**src/rtl/parser_pkg.sv**
```systemverilog
`default_nettype none
// ============================================================================
// Module      : parser_pkg
// Description : Shared types and constants for the rule configuration
//               arbiter: arbiter FSM states and the rule-address select field.
// Revision    : 1.0 - initial release
// ============================================================================
package parser_pkg;

    // Arbiter lock state
    typedef enum logic [0:0] {
        ST_IDLE   = 1'b0,
        ST_LOCKED = 1'b1
    } cfg_arb_state_t;

    // Address field that selects the target table; RULE_SEL marks a rule write
    localparam int          RULE_SEL_MSB = 10;
    localparam int          RULE_SEL_LSB = 8;
    localparam logic [2:0]  RULE_SEL     = 3'd0;

    // A rule write completes a configuration transaction (commit)
    function automatic logic is_commit(input logic [31:0] addr);
        return addr[RULE_SEL_MSB:RULE_SEL_LSB] == RULE_SEL;
    endfunction

endpackage
`default_nettype wire

```
**src/rtl/rr_arbiter.sv**
```systemverilog
`default_nettype none
// ============================================================================
// Module      : rr_arbiter
// Description : Combinational round-robin arbiter. Grants the first active
//               request at or above ptr_i, wrapping around to index 0.
// Revision    : 1.0 - initial release
// ============================================================================
module rr_arbiter #(
    parameter int REQ_NUM = 2
) (
    input  logic [REQ_NUM-1:0] req_i,
    input  logic [2:0]         ptr_i,
    output logic [REQ_NUM-1:0] gnt_o
);

    logic w_found;

    // Two passes: first the upper segment [ptr, N), then the wrapped [0, ptr)
    always_comb begin
        gnt_o   = '0;
        w_found = 1'b0;
        for (int j = 0; j < REQ_NUM; j++) begin
            if (!w_found && req_i[j] && (j >= int'(ptr_i))) begin
                gnt_o[j] = 1'b1;
                w_found  = 1'b1;
            end
        end
        for (int j = 0; j < REQ_NUM; j++) begin
            if (!w_found && req_i[j] && (j < int'(ptr_i))) begin
                gnt_o[j] = 1'b1;
                w_found  = 1'b1;
            end
        end
    end

endmodule
`default_nettype wire

```
**src/rtl/rule_cfg_arb.sv**
```systemverilog
`default_nettype none
// ============================================================================
// Module      : rule_cfg_arb
// Description : Arbitrates rule-configuration writes from several requesters.
//               Setup words lock the arbiter to one requester until it sends
//               a rule write (commit) or stays idle for LOCK_TIMEOUT cycles.
// Revision    : 1.0 - initial release
// ============================================================================
module rule_cfg_arb
    import parser_pkg::*;
#(
    parameter int REQ_NUM      = 2,
    parameter int LOCK_TIMEOUT = 255
) (
    input  logic                     i_clk,
    input  logic                     i_rst_n,
    input  logic [REQ_NUM-1:0]       i_req_valid,
    input  logic [REQ_NUM-1:0][31:0] i_req_addr,
    input  logic [REQ_NUM-1:0][31:0] i_req_wdata,
    output logic [REQ_NUM-1:0]       o_req_ready,
    output logic                     o_rule_wren,
    output logic [31:0]              o_rule_addr,
    output logic [31:0]              o_rule_wdata,
    output logic [2:0]               o_grant_id,
    output logic                     o_busy,
    output logic [REQ_NUM-1:0]       o_timeout_err
);

    cfg_arb_state_t       state_q, state_d;
    logic [2:0]           rr_ptr_q, rr_ptr_d;
    logic [2:0]           owner_q, owner_d;
    logic [7:0]           idle_cnt_q, idle_cnt_d;
    logic                 wren_q, wren_d;
    logic [31:0]          addr_q, addr_d;
    logic [31:0]          wdata_q, wdata_d;
    logic [2:0]           grant_q, grant_d;
    logic                 busy_q, busy_d;
    logic [REQ_NUM-1:0]   err_q, err_d;

    logic [REQ_NUM-1:0]   w_arb_gnt;
    logic [REQ_NUM-1:0]   w_owner_oh;
    logic [REQ_NUM-1:0]   w_acc_vec;
    logic                 w_accept;
    logic [2:0]           w_acc_idx;
    logic [31:0]          w_acc_addr;
    logic [31:0]          w_acc_wdata;
    logic                 w_commit;

    function automatic logic [2:0] f_next(input logic [2:0] idx);
        return (idx == 3'(REQ_NUM - 1)) ? 3'd0 : idx + 3'd1;
    endfunction

    rr_arbiter #(
        .REQ_NUM (REQ_NUM)
    ) u_rr_arbiter (
        .req_i (i_req_valid),
        .ptr_i (rr_ptr_q),
        .gnt_o (w_arb_gnt)
    );

    generate
        for (genvar g = 0; g < REQ_NUM; g++) begin : g_owner_oh
            assign w_owner_oh[g] = (owner_q == 3'(g));
        end
    endgenerate

    // Ready: arbiter winner when idle, only the owner when locked; none in reset
    always_comb begin
        o_req_ready = (state_q == ST_LOCKED) ? w_owner_oh : w_arb_gnt;
        if (!i_rst_n) begin
            o_req_ready = '0;
        end
    end

    assign w_acc_vec = i_req_valid & o_req_ready;
    assign w_accept  = |w_acc_vec;

    // Select the accepted word (at most one requester is ready at a time)
    always_comb begin
        w_acc_idx   = 3'd0;
        w_acc_addr  = '0;
        w_acc_wdata = '0;
        for (int j = 0; j < REQ_NUM; j++) begin
            if (w_acc_vec[j]) begin
                w_acc_idx   = 3'(j);
                w_acc_addr  = i_req_addr[j];
                w_acc_wdata = i_req_wdata[j];
            end
        end
    end

    assign w_commit = is_commit(w_acc_addr);

    // Next-state: lock on setup, release on commit or idle timeout
    always_comb begin
        state_d    = state_q;
        rr_ptr_d   = rr_ptr_q;
        owner_d    = owner_q;
        idle_cnt_d = idle_cnt_q;
        err_d      = '0;
        wren_d     = w_accept;
        addr_d     = w_accept ? w_acc_addr  : addr_q;
        wdata_d    = w_accept ? w_acc_wdata : wdata_q;
        grant_d    = w_accept ? w_acc_idx   : grant_q;
        case (state_q)
            ST_IDLE: begin
                if (w_accept) begin
                    if (w_commit) begin
                        rr_ptr_d = f_next(w_acc_idx);
                    end else begin
                        state_d    = ST_LOCKED;
                        owner_d    = w_acc_idx;
                        idle_cnt_d = 8'd0;
                    end
                end
            end
            ST_LOCKED: begin
                if (w_accept) begin
                    idle_cnt_d = 8'd0;
                    if (w_commit) begin
                        state_d  = ST_IDLE;
                        rr_ptr_d = f_next(owner_q);
                    end
                end else if (idle_cnt_q + 8'd1 == 8'(LOCK_TIMEOUT)) begin
                    err_d      = w_owner_oh;
                    state_d    = ST_IDLE;
                    rr_ptr_d   = f_next(owner_q);
                    idle_cnt_d = 8'd0;
                end else begin
                    idle_cnt_d = idle_cnt_q + 8'd1;
                end
            end
            default: begin
                state_d = ST_IDLE;
            end
        endcase
        busy_d = (state_d == ST_LOCKED);
    end

    // State and output registers, cleared asynchronously
    always_ff @(posedge i_clk or negedge i_rst_n) begin
        if (!i_rst_n) begin
            state_q    <= ST_IDLE;
            rr_ptr_q   <= 3'd0;
            owner_q    <= 3'd0;
            idle_cnt_q <= 8'd0;
            wren_q     <= 1'b0;
            addr_q     <= '0;
            wdata_q    <= '0;
            grant_q    <= 3'd0;
            busy_q     <= 1'b0;
            err_q      <= '0;
        end else begin
            state_q    <= state_d;
            rr_ptr_q   <= rr_ptr_d;
            owner_q    <= owner_d;
            idle_cnt_q <= idle_cnt_d;
            wren_q     <= wren_d;
            addr_q     <= addr_d;
            wdata_q    <= wdata_d;
            grant_q    <= grant_d;
            busy_q     <= busy_d;
            err_q      <= err_d;
        end
    end

    assign o_rule_wren   = wren_q;
    assign o_rule_addr   = addr_q;
    assign o_rule_wdata  = wdata_q;
    assign o_grant_id    = grant_q;
    assign o_busy        = busy_q;
    assign o_timeout_err = err_q;

endmodule
`default_nettype wire
```
**config.mk**
```make
export PLATFORM = sky130hd
export DESIGN_NAME = rule_cfg_arb
export DESIGN_NICKNAME = d
export VERILOG_FILES = /design/src/rtl/parser_pkg.sv /design/src/rtl/rr_arbiter.sv /design/src/rtl/rule_cfg_arb.sv
export SDC_FILE = /design/constraint.sdc
export NUM_CORES = 1
export LEC_CHECK = 0
export ABC_AREA = 1
export CAP_MARGIN = 20
export CORE_UTILIZATION = 42
export CTS_CLUSTER_DIAMETER = 60
export CTS_CLUSTER_SIZE = 10
export DETAILED_ROUTE_END_ITERATION = 6
export GPL_TIMING_DRIVEN = 0
export HOLD_SLACK_MARGIN = 0.05
export PLACE_DENSITY = 0.82
export SYNTH_ARGS = -nofsm -noshare
export SYNTH_HDL_FRONTEND = slang
export SYNTH_SLANG_ARGS = --single-unit
export TNS_END_PERCENT = 20
```
**constraint.sdc**
```tcl
create_clock -name i_clk -period 3.6 [get_ports i_clk]
set_input_delay 0.9 -clock i_clk [delete_from_list [all_inputs] [get_ports i_clk]]
set_output_delay 0.9 -clock i_clk [all_outputs]
set_load 0.01 [all_outputs]
```
==> results.yml <==
logic_synthesis:
  netlist_area_um2: 3680
  yosysSeqAreaShare: 0.537
  syn_inst: 467
  yosysWarnings: 0
  yosys-top-cells-area: "dfrtp_1 (54%), nand2_1 (24%), nand3_1 (9.4%), buf_6 (1.5%), o21ai_1 (1.4%)"
  avgSynthCellArea_um2: 7.89
  yosys_register_bits: 79
  yosysUniqueCellTypes: 25
  yosys.area.top_type: "dfrtp_1"
  synth_top_area_share: 0.537
die:
  start_util: 0.442
  die_h_um: 95.7
  io_pins: 205
  core_area_um2: 8340
  die_x_um: 95.7
  rows: 33
  die-area_um2: 9150
global_route:
  grt_pass1_wl_um: 16800
  track_usage: 0.244
  antenna_found_initial: 0
  gr-total-overflow: 0
  grt_pass1_vias: 3728
  grt_max_degree: 49
finish:
  layout-drive-gt1-share: 0.0671
  multi_input_area_um2: 1490
  final_nets: 816
  fin_cells: 791
  final-seq-area_um2: 1980
  area_growth_pct: 64.7
  antenna_cells: 0
  num-fill-cells: 623
  final_area_um2: 6070
  fin_util: 0.727
sta:
  rsz0062_at_grt: "false"
  hold_violations: 0
  fmax_mhz: 303
  min_period_ps: 3300
  worst_slack_ps: 298
  setup_viol: 0
  finalCritPeriodShare: 0.917
  maxSlewViolCount: 0
  skew_ps: 11.8
route:
  drt_pass1_iterations: 4
  num_vias: 3828
  ant_nets: 0
  routed_wl_um: 10900
  post-route-drc-count: 0
  drt_iter0_markers: 134
  routed_via_density: 4.84
  avgRoutedWirePerCell_um: 13.8
clocking:
  clock_path_buffers: 2
  cts_tree: "built"
  path_clk_slew_ps: 80
  cts_root_buf: "clkbuf_8"
  cts_buffers: 9
  htree_levels: 3
  cts_sinks: 79
  insertion_delay_ps: 350
setup_path:
  required_ps: 2700
  critPathKind: "primary input to output port"
  end_kind: "output port"
  worst_ep_arrival_time_ps: 2400
  start_kind: "primary input"
  path_max_fanout: 48
placement:
  pre_cts_ws_ps: 96.8
  gp_congestion: 0.832
  placed_cells: 776
  post_dp_cell_area_um2: 5870
  io_buffers: 202
  hpwl_um: 8400
power:
  ir_drop_mv: 0.367
  pwr_density_cell_nw_per_um2: 693
  cellLeakagePower_nw: 2.76
  total_power_mw: 4.21
min_path:
  hold_class: "primary input to asynchronous set/reset pin"
run_status:
  status: "finished clean"
run:
  max-cap-violations: 0
## metrics by stage
step	setup TNS, ps	hold slack [ps]
floorplan	0	442
global placement	-266310	457
detailed placement	0	460
CTS	0	480
global route	0	451
finish	0	448
## cell type report
type / count / share of cell area
plain buffers: 22 / 0.0233
multi-input cells: 347 / 0.246
clock buffers: 12 / 0.0256
repair buffers: 203 / 0.338
flip-flops and latches: 79 / 0.326
inverters: 20 / 0.0124
well taps: 105 / 0.0217
clock inverters: 3 / 0.00701
## cell usage after synthesis (all sizes together)
cell and count:
xnor2 1, nor2 15, nor3b 1, xor2 1, a21oi 1, dfrtp 79
conb 1, nand4 6, nor3 1, clkinv 1, clkbuf 6, ha 2
o21ai 11, nand3 71, inv 19, buf 16, nand2 235
## placed cells by master, fill, tap and decap left out, types with 2 or more instances in the layout
cell type	count
buf_2	8
buf_4	3
buf_6	6
clkbuf_1	7
clkbuf_8	11
clkdlybuf4s50_1	201
conb_1	2
dfrtp_1	79
ha_1	2
inv_1	13
inv_2	6
nand2_1	233
nand2_2	2
nand3_1	69
nand3_2	2
nand4_1	6
nor2_1	11
nor2_4	3
o21ai_1	10
## cell families (layout without fill, tap and decap cells)
| kind of cell | after synthesis | in the layout | synth area share |
|---|---|---|---|
| AO/OA/AOI/OAI | 12 | 12 | 0.0163 |
| XOR/XNOR | 2 | 2 | 0.00476 |
| adder cells (fa/ha/maj) | 2 | 2 | 0.00679 |
| buffers and inverters | 42 | 260 | 0.0588 |
| flip-flops | 79 | 79 | 0.537 |
| other | 1 | 2 | 0.00102 |
| AND/OR/NAND/NOR | 329 | 329 | 0.376 |
## routing by layer
metal / global-route usage / wire length (µm)
met5: 0 / 0
met4: 0.0883 / 216
met3: 0.0726 / 855
met1: 0.274 / 4200
met2: 0.435 / 5630
## power breakdown
part,internal [mW],switching [mW],total [mW]
clock network,0.354,0.314,0.668
logic,1.07,0.962,2.03
registers,1.28,0.232,1.51
total,2.70,1.51,4.21
## flip-flops by register name (all words and copies together), names as in the netlist
signal,flops
o_rule_wren,1
rr_ptr_q,1
owner_q,1
o_busy,1
o_grant_id,1
o_timeout_err,2
o_rule_addr,32
o_rule_wdata,32
idle_cnt_q,8
## final timing paths
path                                 from               end  slack, ps  cells after the start
hold reg to reg            o_rule_addr[8]    o_rule_addr[8]        470                      2
min in group i_clk         o_rule_addr[8]    o_rule_addr[8]        470                      2
max in group asynchronous         i_rst_n    o_rule_addr[2]       2620                      2
hold / removal                    i_rst_n   o_rule_addr[20]        450                      1
setup / recovery                  i_rst_n    o_req_ready[1]        300                      7
setup reg to reg                   o_busy  o_rule_wdata[16]       1690                     12
## worst max-delay path, cell delays in order
cell and delay, ps:
buf_6 300, buf_16 280, inv_2 90, nor2_4 140
nand2_2 90, inv_1 50, clkdlybuf4s50_1 540
## timing repair
item                       CTS  global route
setup endpoints to repair    0             1
gates resized for setup      0             1
setup buffers                0             0
hold buffers                 0             0
No activity file was read; power rests on OpenSTA's default activity.
